**src/rtl/sub16sat_ramp_pkg.sv**
```systemverilog
// Shared blitter definitions for the saturating down-ramp generator.
// Holds the ramp state encoding, clamp limits and sign-extension helpers
// used by both the ramp controller and its combinational step core.
package sub16sat_ramp_pkg;

  localparam int DATA_W = 16;
  localparam int BYTE_W = 8;
  localparam int WIDE_W = DATA_W + 2;
  localparam int LOWX_W = BYTE_W + 2;

  typedef enum logic [0:0] {
    IDLE = 1'b0,
    RUN  = 1'b1
  } ramp_state_e;

  localparam logic [DATA_W-1:0] SAT_LO  = 16'h0000;
  localparam logic [DATA_W-1:0] SAT_HI  = 16'hFFFF;
  localparam logic [BYTE_W-1:0] SAT_LO8 = 8'h00;
  localparam logic [BYTE_W-1:0] SAT_HI8 = 8'hFF;

  // Sign-extend a 16-bit step to the widened subtract width.
  function automatic logic [WIDE_W-1:0] sext_wide(input logic [DATA_W-1:0] v);
    return {{2{v[DATA_W-1]}}, v};
  endfunction

  // Sign-extend the low step byte to the widened byte-lane width.
  function automatic logic [LOWX_W-1:0] sext_byte(input logic [BYTE_W-1:0] v);
    return {{2{v[BYTE_W-1]}}, v};
  endfunction

endpackage

```
**src/rtl/sub16sat_core.sv**
```systemverilog
// Combinational next() for the down-ramp: acc - step with optional
// clamping, independent low byte (eightbit) and high-nibble borrow inhibit.
// The clamp flag is high whenever the returned value came from a limit.
module sub16sat_core
  import sub16sat_ramp_pkg::*;
(
  input  logic [15:0] acc,
  input  logic [15:0] step,
  input  logic        sat,
  input  logic        eightbit,
  input  logic        hicinh,
  output logic [15:0] result,
  output logic        clamp
);

  logic [WIDE_W-1:0] wide_s;
  logic [LOWX_W-1:0] low_s;
  logic [7:0]        hi_byte_s;
  logic [3:0]        hi_nib_s;

  // Full-width difference keeps the sign and overflow bits for clamping.
  assign wide_s    = {2'b00, acc} - sext_wide(step);
  // Byte-lane difference for the independent low byte.
  assign low_s     = {2'b00, acc[7:0]} - sext_byte(step[7:0]);
  // High byte and high nibble never see a borrow from below.
  assign hi_byte_s = acc[15:8] - step[15:8];
  assign hi_nib_s  = acc[15:12] - step[15:12];

  // Select the lane arrangement and apply clamping.
  always_comb begin
    result = wide_s[15:0];
    clamp  = 1'b0;
    if (eightbit) begin
      if (sat && low_s[LOWX_W-1]) begin
        result = {hi_byte_s, SAT_LO8};
        clamp  = 1'b1;
      end else if (sat && low_s[BYTE_W]) begin
        result = {hi_byte_s, SAT_HI8};
        clamp  = 1'b1;
      end else begin
        result = {hi_byte_s, low_s[7:0]};
      end
    end else if (sat) begin
      if (wide_s[WIDE_W-1]) begin
        result = SAT_LO;
        clamp  = 1'b1;
      end else if (wide_s[DATA_W]) begin
        result = SAT_HI;
        clamp  = 1'b1;
      end else begin
        result = wide_s[15:0];
      end
    end else if (hicinh) begin
      result = {hi_nib_s, wide_s[11:0]};
    end else begin
      result = wide_s[15:0];
    end
  end

endmodule

```
**src/rtl/sub16sat_ramp.sv**
```systemverilog
// Saturating down-ramp generator for the blitter datapath.
// Loads a start value on a start pulse in IDLE, then presents count
// results on a valid/ready interface, each one step below the last.
// Optional build macro SUB16SAT_RAMP_SATFLAG_EN adds the r_sat and
// sat_seen clamp-status outputs.
module sub16sat_ramp
  import sub16sat_ramp_pkg::*;
#(
  parameter int CW = 10
) (
  input  logic          clk,
  input  logic          reset,
  input  logic          start,
  input  logic [15:0]   init,
  input  logic [15:0]   step,
  input  logic [CW-1:0] count,
  input  logic          sat,
  input  logic          eightbit,
  input  logic          hicinh,
  output logic          out_valid,
  input  logic          out_ready,
  output logic [15:0]   r,
  output logic          busy,
  output logic          done
`ifdef SUB16SAT_RAMP_SATFLAG_EN
  ,
  output logic          r_sat,
  output logic          sat_seen
`endif
);

  localparam logic [CW-1:0] CNT_ZERO = {CW{1'b0}};
  localparam logic [CW-1:0] CNT_ONE  = {{(CW-1){1'b0}}, 1'b1};

  ramp_state_e   state_r, state_nxt_s;
  logic [15:0]   acc_r, acc_nxt_s;
  logic [CW-1:0] rem_r, rem_nxt_s;
  logic [15:0]   step_r, step_nxt_s;
  logic          sat_r, sat_nxt_s;
  logic          eightbit_r, eightbit_nxt_s;
  logic          hicinh_r, hicinh_nxt_s;
  logic          valid_r, valid_nxt_s;
  logic          busy_r, busy_nxt_s;
  logic          done_r, done_nxt_s;
  logic          fire_s;
  logic          load_s;
  logic [15:0]   next_acc_s;
  logic          clamp_s;

  sub16sat_core u_core (
    .acc      (acc_r),
    .step     (step_r),
    .sat      (sat_r),
    .eightbit (eightbit_r),
    .hicinh   (hicinh_r),
    .result   (next_acc_s),
    .clamp    (clamp_s)
  );

  // A result is consumed only while it is being presented.
  assign fire_s = valid_r & out_ready;

  // Next-state, counter and handshake decisions.
  always_comb begin
    state_nxt_s    = state_r;
    acc_nxt_s      = acc_r;
    rem_nxt_s      = rem_r;
    step_nxt_s     = step_r;
    sat_nxt_s      = sat_r;
    eightbit_nxt_s = eightbit_r;
    hicinh_nxt_s   = hicinh_r;
    valid_nxt_s    = valid_r;
    busy_nxt_s     = busy_r;
    done_nxt_s     = 1'b0;
    load_s         = 1'b0;
    case (state_r)
      IDLE: begin
        if (start) begin
          load_s         = 1'b1;
          acc_nxt_s      = init;
          step_nxt_s     = step;
          sat_nxt_s      = sat;
          eightbit_nxt_s = eightbit;
          hicinh_nxt_s   = hicinh;
          rem_nxt_s      = count;
          if (count != CNT_ZERO) begin
            state_nxt_s = RUN;
            valid_nxt_s = 1'b1;
            busy_nxt_s  = 1'b1;
          end else begin
            state_nxt_s = IDLE;
            done_nxt_s  = 1'b1;
          end
        end else begin
          state_nxt_s = IDLE;
        end
      end
      RUN: begin
        if (fire_s) begin
          acc_nxt_s = next_acc_s;
          rem_nxt_s = rem_r - CNT_ONE;
          if (rem_r == CNT_ONE) begin
            state_nxt_s = IDLE;
            valid_nxt_s = 1'b0;
            busy_nxt_s  = 1'b0;
            done_nxt_s  = 1'b1;
          end else begin
            state_nxt_s = RUN;
          end
        end else begin
          state_nxt_s = RUN;
        end
      end
      default: begin
        state_nxt_s = IDLE;
        valid_nxt_s = 1'b0;
        busy_nxt_s  = 1'b0;
      end
    endcase
  end

  // State, accumulator, counter and configuration registers.
  always_ff @(posedge clk) begin
    if (reset) begin
      state_r    <= IDLE;
      acc_r      <= 16'h0000;
      rem_r      <= CNT_ZERO;
      step_r     <= 16'h0000;
      sat_r      <= 1'b0;
      eightbit_r <= 1'b0;
      hicinh_r   <= 1'b0;
      valid_r    <= 1'b0;
      busy_r     <= 1'b0;
      done_r     <= 1'b0;
    end else begin
      state_r    <= state_nxt_s;
      acc_r      <= acc_nxt_s;
      rem_r      <= rem_nxt_s;
      step_r     <= step_nxt_s;
      sat_r      <= sat_nxt_s;
      eightbit_r <= eightbit_nxt_s;
      hicinh_r   <= hicinh_nxt_s;
      valid_r    <= valid_nxt_s;
      busy_r     <= busy_nxt_s;
      done_r     <= done_nxt_s;
    end
  end

  assign out_valid = valid_r;
  assign r         = acc_r;
  assign busy      = busy_r;
  assign done      = done_r;

`ifdef SUB16SAT_RAMP_SATFLAG_EN
  logic r_sat_r;
  logic sat_seen_r;

  // Clamp status travels with each accepted value; sticky flag per ramp.
  always_ff @(posedge clk) begin
    if (reset) begin
      r_sat_r    <= 1'b0;
      sat_seen_r <= 1'b0;
    end else if (load_s) begin
      r_sat_r    <= 1'b0;
      sat_seen_r <= 1'b0;
    end else if (fire_s) begin
      r_sat_r    <= clamp_s;
      sat_seen_r <= sat_seen_r | clamp_s;
    end else begin
      r_sat_r    <= r_sat_r;
      sat_seen_r <= sat_seen_r;
    end
  end

  assign r_sat    = r_sat_r;
  assign sat_seen = sat_seen_r;
`else
  logic unused_flag_s;
  assign unused_flag_s = clamp_s | load_s;
`endif

endmodule

```
**config.mk**
```make
export PLATFORM = sky130hd
export DESIGN_NAME = sub16sat_ramp
export DESIGN_NICKNAME = d
export VERILOG_FILES = /design/src/rtl/sub16sat_ramp_pkg.sv /design/src/rtl/sub16sat_core.sv /design/src/rtl/sub16sat_ramp.sv
export SDC_FILE = /design/constraint.sdc
export NUM_CORES = 1
export LEC_CHECK = 0
export ABC_AREA = 1
export CAP_MARGIN = 20
export CELL_PAD_IN_SITES_DETAIL_PLACEMENT = 1
export CELL_PAD_IN_SITES_GLOBAL_PLACEMENT = 1
export CORE_MARGIN = 5
export CORE_UTILIZATION = 35
export CTS_CLUSTER_SIZE = 28
export DETAILED_ROUTE_END_ITERATION = 10
export PLACE_DENSITY_LB_ADDON = 0.1
export SETUP_SLACK_MARGIN = 0.3
export SYNTH_ARGS = -nofsm -noshare
export SYNTH_HDL_FRONTEND = slang
export SYNTH_HIERARCHICAL = 1
export SYNTH_SLANG_ARGS = --single-unit
```
**constraint.sdc**
```tcl
create_clock -name clk -period 3.05 [get_ports clk]
set_input_delay 0.4575 -clock clk [delete_from_list [all_inputs] [get_ports clk]]
set_output_delay 0.4575 -clock clk [all_outputs]
set_load 0.03 [all_outputs]
```
## Word level (Yosys, flattened, before mapping)

Index checks and enable logic that the tools add are counted.

| storage, ports and cells | value |
|---|---|
| output and inout bits | 19 |
| flip-flop bits (word level) | 48 |
| logic and storage cells | 55 |
| input port bits | 49 |

| operators by class | value |
|---|---|
| equality and inequality tests | 5 |
| reduce and logical (&&, ||, !) cells | 6 |
| add/subtract/negate cells | 5 |
| bitwise operators | 2 |
| mux-type cells | 28 |

Operators with widths:

| operator | number |
|---|---|
| 16-bit 2-to-1 mux | 7 |
| 16-bit case mux with 2 select lines | 1 |
| 10-bit 2-to-1 mux | 2 |
| 10-bit case mux with 2 select lines | 1 |
| 17-bit by 16-bit subtractor with 18-bit output | 1 |
| 8-bit 2-to-1 mux | 2 |
| 1-bit 2-to-1 mux | 12 |
| 10-bit by 1-bit == test with 1-bit output (second input constant) | 1 |
| 10-bit nonzero test | 1 |
| 10-bit by 1-bit subtractor with 10-bit output (second input constant) | 1 |
| 9-bit by 8-bit subtractor with 10-bit output | 1 |
| 8-bit subtractor | 1 |
| 1-bit case mux with 2 select lines | 3 |
| 2-bit by 1-bit != test with 1-bit output (second input constant) | 2 |
| 2-bit != test (second input constant) | 2 |
| 2-bit AND reduction | 2 |
| 4-bit AND reduction | 1 |
| 4-bit subtractor | 1 |
| 1-bit logical AND | 2 |
| 1-bit bitwise AND | 1 |
| 1-bit inverter | 1 |

## Logic depth before layout (Yosys ltp)

Gate-level depths: netlist of the first run.

| logic depth | value |
|---|---|
| depth after elaboration | 7 |
| mapped depth | 19 |
| depth with buffers taken out | 19 |

## Modules after synthesis

The synthesis of the first run kept the hierarchy.

Modules (own cells, without submodules):

| module | times used | area an instance (um^2) | seq. area each (um^2) | cells an instance |
|---|---|---|---|---|
| sub16sat_ramp | 1 | 2158.3 | 960.9 | 306 |
| sub16sat_core | 1 | 2018.2 | 0.0 | 372 |

## Worst setup path after synthesis of the first run

No wires, ideal clock.

| timing | value |
|---|---|
| path kind | register to register |
| from | register acc_r[0], in the netlist r[0] |
| to | register acc_r[2], in the netlist r[2] |
| arrival | 2.349 ns |
| cell stages (with the launch flop) | 18 |
| path buffers | 1 |
| setup slack | 0.627 ns |
| period minus slack after synthesis | 2.423 ns |
| data required time | 2.976 ns |
| library setup time | 0.074 ns |
| cells stage by stage | dfxtp_1 -> inv_1 -> ha_1 -> fa_1 -> inv_1 -> nand3_1 -> nand2_1 -> nand2_1 -> nand2_4 -> nand2_2 -> nand3_2 -> nand3_4 -> buf_6 -> nand2_1 -> inv_1 -> o21ai_2 -> nand2_1 -> a31oi_1 |

| between the ends | value |
|---|---|
| cells in the longest elaborated chain, start to end | 7 |
| elaborated cells on any way between the ends | 13 |
| classes of those cells | add/sub: 2; mux: 9; reduce/logical: 2 |

RTL lines:

| what | line | source |
|---|---|---|
| start: declaration | sub16sat_ramp.sv:36 | `logic [15:0] acc_r, acc_nxt_s;` |
| start signal: assignment | sub16sat_ramp.sv:137 | `acc_r <= acc_nxt_s;` |
| 17-bit by 16-bit subtractor with 18-bit output or 9-bit by 8-bit subtractor with 10-bit output (tied branches) | sub16sat_core.sv:22, sub16sat_core.sv:24 |  |
| 16-bit 2-to-1 mux or 1-bit logical AND (tied branches) | sub16sat_core.sv:47, sub16sat_core.sv:37 |  |
| 16-bit 2-to-1 mux or 8-bit 2-to-1 mux (tied branches) | sub16sat_core.sv:44, sub16sat_core.sv:37 |  |
| 16-bit 2-to-1 mux or 8-bit 2-to-1 mux (tied branches) | sub16sat_core.sv:43, sub16sat_core.sv:34 |  |
| 16-bit 2-to-1 mux * | sub16sat_core.sv:33 | `if (eightbit) begin` |
| named net next_acc_s[2] | sub16sat_ramp.sv:47 | `logic [15:0] next_acc_s;` |
| 16-bit 2-to-1 mux * | sub16sat_ramp.sv:99 | `if (fire_s) begin` |
| 16-bit case mux with 2 select lines * | sub16sat_ramp.sv:76 | `case (state_r)` |

Mark *: on every way through the listed nets, which the timed path passes. The rest lies on a longest branch. The select of a mux whose other input is x is not followed.
A chain may end at the register's enable or synchronous reset.

## Worst setup path in the final report of the first run

| timing | value |
|---|---|
| from | register step_r[15] |
| to | register acc_r[9], in the netlist r[9] |

| between the ends | value |
|---|---|
| cells in the longest elaborated chain, start to end | 7 |

RTL lines:

| what | line | source |
|---|---|---|
| start: declaration | sub16sat_ramp.sv:38 | `logic [15:0] step_r, step_nxt_s;` |
| start signal: assignment | sub16sat_ramp.sv:139 | `step_r <= step_nxt_s;` |
| 17-bit by 16-bit subtractor with 18-bit output * | sub16sat_core.sv:22 | `assign wide_s = {2'b00, acc} - sext_wide(step);` |
| 16-bit 2-to-1 mux | sub16sat_core.sv:47 | `end else if (wide_s[DATA_W]) begin` |
| 16-bit 2-to-1 mux * | sub16sat_core.sv:44 | `if (wide_s[WIDE_W-1]) begin` |
| 16-bit 2-to-1 mux * | sub16sat_core.sv:43 | `end else if (sat) begin` |
| 16-bit 2-to-1 mux * | sub16sat_core.sv:33 |  |
| named net next_acc_s[9] | sub16sat_ramp.sv:47 |  |
| 16-bit 2-to-1 mux * | sub16sat_ramp.sv:99 |  |
| 16-bit case mux with 2 select lines * | sub16sat_ramp.sv:76 |  |

Marked as above.

==> impl_metrics.csv, run 1 <==
group,metric,value,unit
outcome,outcome,"finished, final reports clean",
place,gp_routability_congestion,0.851,
synth,post_synthesis_net_count,747,
setup_path,critPathBufInv,4,
power_and_ir_drop,share_comb_of_total_power,51.1,%
clock_network,tritoncts_clock_tree,"done",
setup_path,cp_cell_sequence,"inv_1 -> ha_2 -> inv_2 -> a21oi_2 -> nand2_1 -> a21oi_4 -> nand2_2 -> nand2_2 -> nand3_4 -> buf_12 -> nand2_1 -> inv_1 -> o21bai_2 -> nand2_1 -> a31oi_1",
setup_path,r2r-start,"step_r[15]",
cells_and_area,instances_no_fill,876,
timing,max_slew.worst_pin.slew,862,ps
timing,grt_setup_unrepaired,"false",
floorplanning,design.portCount,68,
cells_and_area,final_layout_size_suffix_gt1_share,10.5,%
setup_path,critical-path-max-stage-delay,470,ps
grt,first_global_vias,4713,
timing,finalSetupViolCount,0,
timing,final_hold_violation_count,0,
setup_path,critPathRequiredTime,3270,ps
cells_and_area,mostFrequentLayoutCells,"nand2_1, inv_1, nor2_1",
place,io_buffer_count,67,
clock_network,tritoncts_num_sinks,48,
flow_run,cap_viol_max_count,0,
grt,grt_max_degree,45,
grt,wire_length_of_the_first_global_routing_pass,23400,µm
grt,grt-ovfl-total,0,
routing,drt_iter0_markers,174,
power_and_ir_drop,max-vdd-ir-drop,0.000252,V
floorplanning,start_util,36.1,%
grt,antenna_found_initial,0,
timing,timing.setup.tns,0,ps
clock_network,cts_buffer_depth,2,
clock_network,clock_insertion_delay_worst_skew,300,ps
synth,ys.warnings.count,6,
power_and_ir_drop,switching_share,43.9,%
setup_path,path_class,"reg2reg",
routing,route.vias.total,4475,
cells_and_area,layout.cells.most_common,"nand2_1",
hold_path,hp-class,"reg2reg",
routing,post_drt_wl_per_cell,16.3,µm
synth,syn-instance-count,673,
timing,final_max_slew_viol_count,0,
timing,timing.max_slew.rel_slack,42.5,%
cells_and_area,area_growth,22.5,%
setup_path,slowest_stage,"ha_2",
floorplanning,placeableCoreArea,11500,µm²
hold_path,worstHoldStart,"step_r[14]",
cells_and_area,layout.filler_cells,1565,
power_and_ir_drop,reported_net_switching_power,1170,µW
power_and_ir_drop,internal-power,1490,µW
setup_path,critical_path.most_common_cell,"nand2_1",
clock_network,cts.htree.levels,2,
cells_and_area,finalInstanceArea,5090,µm²
setup_path,cp_data_arrival_time,2750,ps
timing,timing.hold.ws,488,ps
routing,antenna_left,0,
routing,ratio_of_routed_vias_to_standard_cells,5.11,
floorplanning,floorplan.die.height,119,µm
synth,syn-mean-instance-area,6.18,µm²
setup_path,path_delay_family,"compound AO/OA/AOI/OAI gates",
power_and_ir_drop,p_leak,0.00240,µW
grt,globalRouteTotalUtil,20.4,%
floorplanning,die_area,14200,µm²
floorplanning,die_width,119,µm
timing,clock_skew,9.87,ps
cells_and_area,nNetsFinal,807,
setup_path,end_kind,"flop",
power_and_ir_drop,power-per-cell-area,523,nW/µm²
timing,max_freq,0.396,GHz
place,post-dp-hpwl,11400,µm
routing,firstDrtPassIters,4,
clock_network,clockRootBuffer,"clkbuf_16",
synth,synth_area,4160,µm²
power_and_ir_drop,clock_power_share,20.9,%
clock_network,cts_inserted_buffers,5,
timing,final.period_utilization,82.8,%
place,post_place_instance_area,4910,µm²
floorplanning,row_count,39,
setup_path,setup.worst_path.start,"step_r[15]",
routing,drt_drc_violations_left,0,
cells_and_area,antennaDiodeCount,0,
setup_path,worst_setup_path_start_kind,"flop",
clock_network,cts.clk_slew.worst_paths,70,ps
timing,final.min_clock_period,2530,ps
place,place_inst,867,
routing,postRouteWirelength,14300,µm
power_and_ir_drop,seqPwrFrac,28.0,%
setup_path,critPathMaxFanout,12,
## metrics by stage
step                      utilization [%]  power, µW  setup WS, ps
final                                44.2       2660           524
after global routing                 44.2       2870           318
after CTS                            43.8       2670           384
after detailed placement             42.6       2100           423
after global placement               42.6       2060           460
after floorplan                         -       1730           627
## registers in the layout, summed over array words and instances (netlist names)
name and cells:
done 1, eightbit_r 1, r 16, sat_r 1, state_r 1, busy 1
step_r 16, rem_r 10, hicinh_r 1
## path summary, 6_finish.rpt
kind | slack [ps] | depth (start not counted) | endpoint
min reg2reg | 490 | 2 | step_r[14]
max reg2reg | 520 | 15 | r[9]
max | 520 | 15 | r[9]
min | 490 | 2 | step_r[14]
## final cells by class
class,count,area (µm²),share of cell area (%)
clock buffer,6,129,2.53
clock inverter,1,5.00,0.0983
tap,143,179,3.51
inverter,103,387,7.59
timing repair buffer,76,763,15.0
multi-input combinational,499,2670,52.4
sequential,48,961,18.9
## power groups by stage
stage | combinational [µW] | clock (µW) | sequential, µW
after global routing | 1520 | 588 | 757
final | 1360 | 556 | 746
after detailed placement | 1340 | 0 | 761
after floorplan | 950 | 0 | 776
after global placement | 1310 | 0 | 759
after CTS | 1350 | 573 | 748
## worst register-to-register path: cells and delay by family, from the launching register on
family / cells / cell delay (ps)
buf+inv: 4 / 470
compound gates: 4 / 570
flops: 1 / 430
fa+ha+maj: 1 / 470
simple gates: 6 / 520
## routing by layer
metal / global-route usage, % / wire length [µm] / vias up
met2: 36.3 / 7160 / 88
met1: 24.5 / 6250 / 2116
li1: - / - / 2246
met5: 0 / 0 / -
met4: 8.11 / 411 / 0
met3: 3.51 / 500 / 25
## what timing repair did
item                       in CTS  in global routing
setup endpoints to repair       0                 14
gates resized for setup         0                  3
hold buffers                    0                  0
hold endpoints to repair        0                  0
buffers inserted                0                  2
Power figures use the tool's default switching activity.
==> run 2: changes to the inputs <==
- clock period: 3.05 -> 2.37 ns (I/O delays scaled with it)
==> impl_metrics.csv, run 2 (same netlist as run 1, synthesis figures left out) <==
group,metric,value,unit
timing,max_freq,0.433,GHz
timing,setup_slack,61.7,ps
cells_and_area,mostFrequentLayoutCells,"nand2_1, inv_1, nor2_1",
floorplanning,start_util,36.1,%
floorplanning,die_width,119,µm
clock_network,cts.htree.levels,2,
setup_path,cp_cell_sequence,"inv_2 -> ha_4 -> fa_2 -> inv_2 -> nand3_2 -> nand2_4 -> nand2_4 -> nand2_4 -> nand2_4 -> nand3_4 -> nand3_4 -> nand3_2 -> inv_2 -> o21ai_2 -> nand2_1 -> a31oi_1",
routing,route.vias.total,4721,
grt,wire_length_of_the_first_global_routing_pass,25100,µm
timing,final.period_utilization,97.4,%
routing,antenna_left,0,
cells_and_area,nNetsFinal,850,
timing,timing.setup.tns,0,ps
timing,final_max_slew_viol_count,0,
clock_network,clock_insertion_delay_worst_skew,300,ps
setup_path,critical_path_depth,16,
grt,globalRouteTotalUtil,21.8,%
routing,drt_drc_violations_left,0,
power_and_ir_drop,design_power_total,3980,µW
clock_network,cts.clk_slew.worst_paths,70,ps
routing,firstDrtPassIters,4,
setup_path,critical-path-max-stage-delay,370,ps
place,place_worst_setup_slack,-193,ps
floorplanning,placeableCoreArea,11500,µm²
floorplanning,design.portCount,68,
timing,max_slew.worst_pin.slew,365,ps
cells_and_area,final_util,50.7,%
setup_path,path_delay_family,"simple AND/OR/NAND/NOR gates",
power_and_ir_drop,p_leak,0.00268,µW
grt,first_global_vias,4983,
power_and_ir_drop,power-per-cell-area,682,nW/µm²
clock_network,tritoncts_num_sinks,48,
flow_run,cap_viol_max_count,0,
place,io_buffer_count,67,
timing,final_hold_violation_count,0,
floorplanning,floorplan.die.height,119,µm
cells_and_area,final_layout_size_suffix_gt1_share,24.7,%
setup_path,critical_path.most_common_cell,"nand2_4",
grt,grt_max_degree,32,
place,place_inst,898,
timing,final.min_clock_period,2310,ps
setup_path,critPathBufInv,3,
setup_path,end_kind,"flop",
setup_path,path_class,"reg2reg",
setup_path,worst_setup_path_start_kind,"flop",
cells_and_area,antennaDiodeCount,0,
timing,timing.max_slew.rel_slack,75.6,%
clock_network,cts_buffer_depth,2,
routing,post_drt_wl_per_cell,17.5,µm
routing,drt_iter0_markers,209,
timing,grt_setup_unrepaired,"true",
cells_and_area,instances_no_fill,920,
grt,grt-ovfl-total,0,
outcome,outcome,"finished, final reports clean",
clock_network,cts_hold_buf,0,
routing,postRouteWirelength,16100,µm
clock_network,tritoncts_clock_tree,"done",
cells_and_area,area_growth,40.4,%
floorplanning,die_area,14200,µm²
setup_path,critPathRequiredTime,2590,ps
clock_network,cts_inserted_buffers,5,
setup_path,slowest_stage,"fa_2",
timing,clock_skew,7.36,ps
setup_path,worst-r2r-cell-count,16,
power_and_ir_drop,max-vdd-ir-drop,0.000295,V
grt,antenna_found_initial,0,
hold_path,hp-class,"reg2reg",
floorplanning,row_count,39,
setup_path,cp_data_arrival_time,2530,ps
place,post-dp-hpwl,11900,µm
setup_path,critPathMaxFanout,7,
clock_network,clockRootBuffer,"clkbuf_16",
routing,ratio_of_routed_vias_to_standard_cells,5.13,
hold_path,whs_path_depth,2,
cells_and_area,layout.cells.most_common,"nand2_1",
place,gp_routability_congestion,0.845,
timing,finalSetupViolCount,0,
## run 2: cell types whose count changed in the layout (fill, tap and decap cells not counted), sizes merged
cell / before / now
nand3: 42 / 43
buf: 9 / 50
clkbuf: 6 / 8
## run 2: worst reg2reg max path: cells and delay by family, from the launching register on
| family | cells | cell delay (ps) |
|---|---|---|
| buffers and inverters | 3 | 150 |
| DFF | 1 | 350 |
| and+or+nand+nor | 9 | 920 |
| AOI/OAI and AO/OA | 2 | 290 |
| adders and majority gates | 2 | 520 |
## run 2: area by class of cell
| class | instances | area [µm²] |
|---|---|---|
| clock inverter | 1 | 5.00 |
| multi-input combinational | 500 | 3030 |
| fill | 1524 | 5680 |
| clock buffer | 7 | 154 |
| timing repair buffer | 118 | 1090 |
| inverter | 103 | 389 |
| tap | 143 | 179 |
| sequential | 48 | 992 |
## run 2: per-layer routing
| metal | wire (µm) | share of wire [%] | vias to the layer above | GRT usage, % |
|---|---|---|---|---|
| li1 | - | - | 2334 | - |
| met1 | 7610 | 47 | 2276 | 29.1 |
| met2 | 7740 | 48 | 95 | 37.7 |
| met3 | 534 | 3.3 | 16 | 2.65 |
| met4 | 196 | 1.2 | 0 | 4.92 |
| met5 | 0 | 0 | - | 0 |
## run 2: final timing paths
| kind | from | end | slack (ps) |
|---|---|---|---|
| max | r[0] | r[10] | 60 |
| min | step_r[10] | step_r[10] | 480 |
| max reg2reg | r[0] | r[10] | 60 |
| min reg2reg | step_r[10] | step_r[10] | 480 |
## run 2: report_power, final
part	total [µW]	switching (µW)	internal [µW]
Combinational	2230	1320	913
Sequential	956	73.2	882
Clock	794	338	455
## run 2: timing repair
item                                    CTS  global route
gates cloned                              1             1
pin swaps                                18            28
gates resized for setup                  29            45
hold endpoints to repair                  0             0
endpoints found under the setup margin   16            16
buffers inserted                          7             5
## run 2: per-stage QoR
step / hold slack (ps) / cell area, µm²
floorplan: 425 / 4220
global placement: 466 / 5210
detailed placement: 476 / 5210
CTS: 492 / 5610
global route: 517 / 5840
finish: 480 / 5840
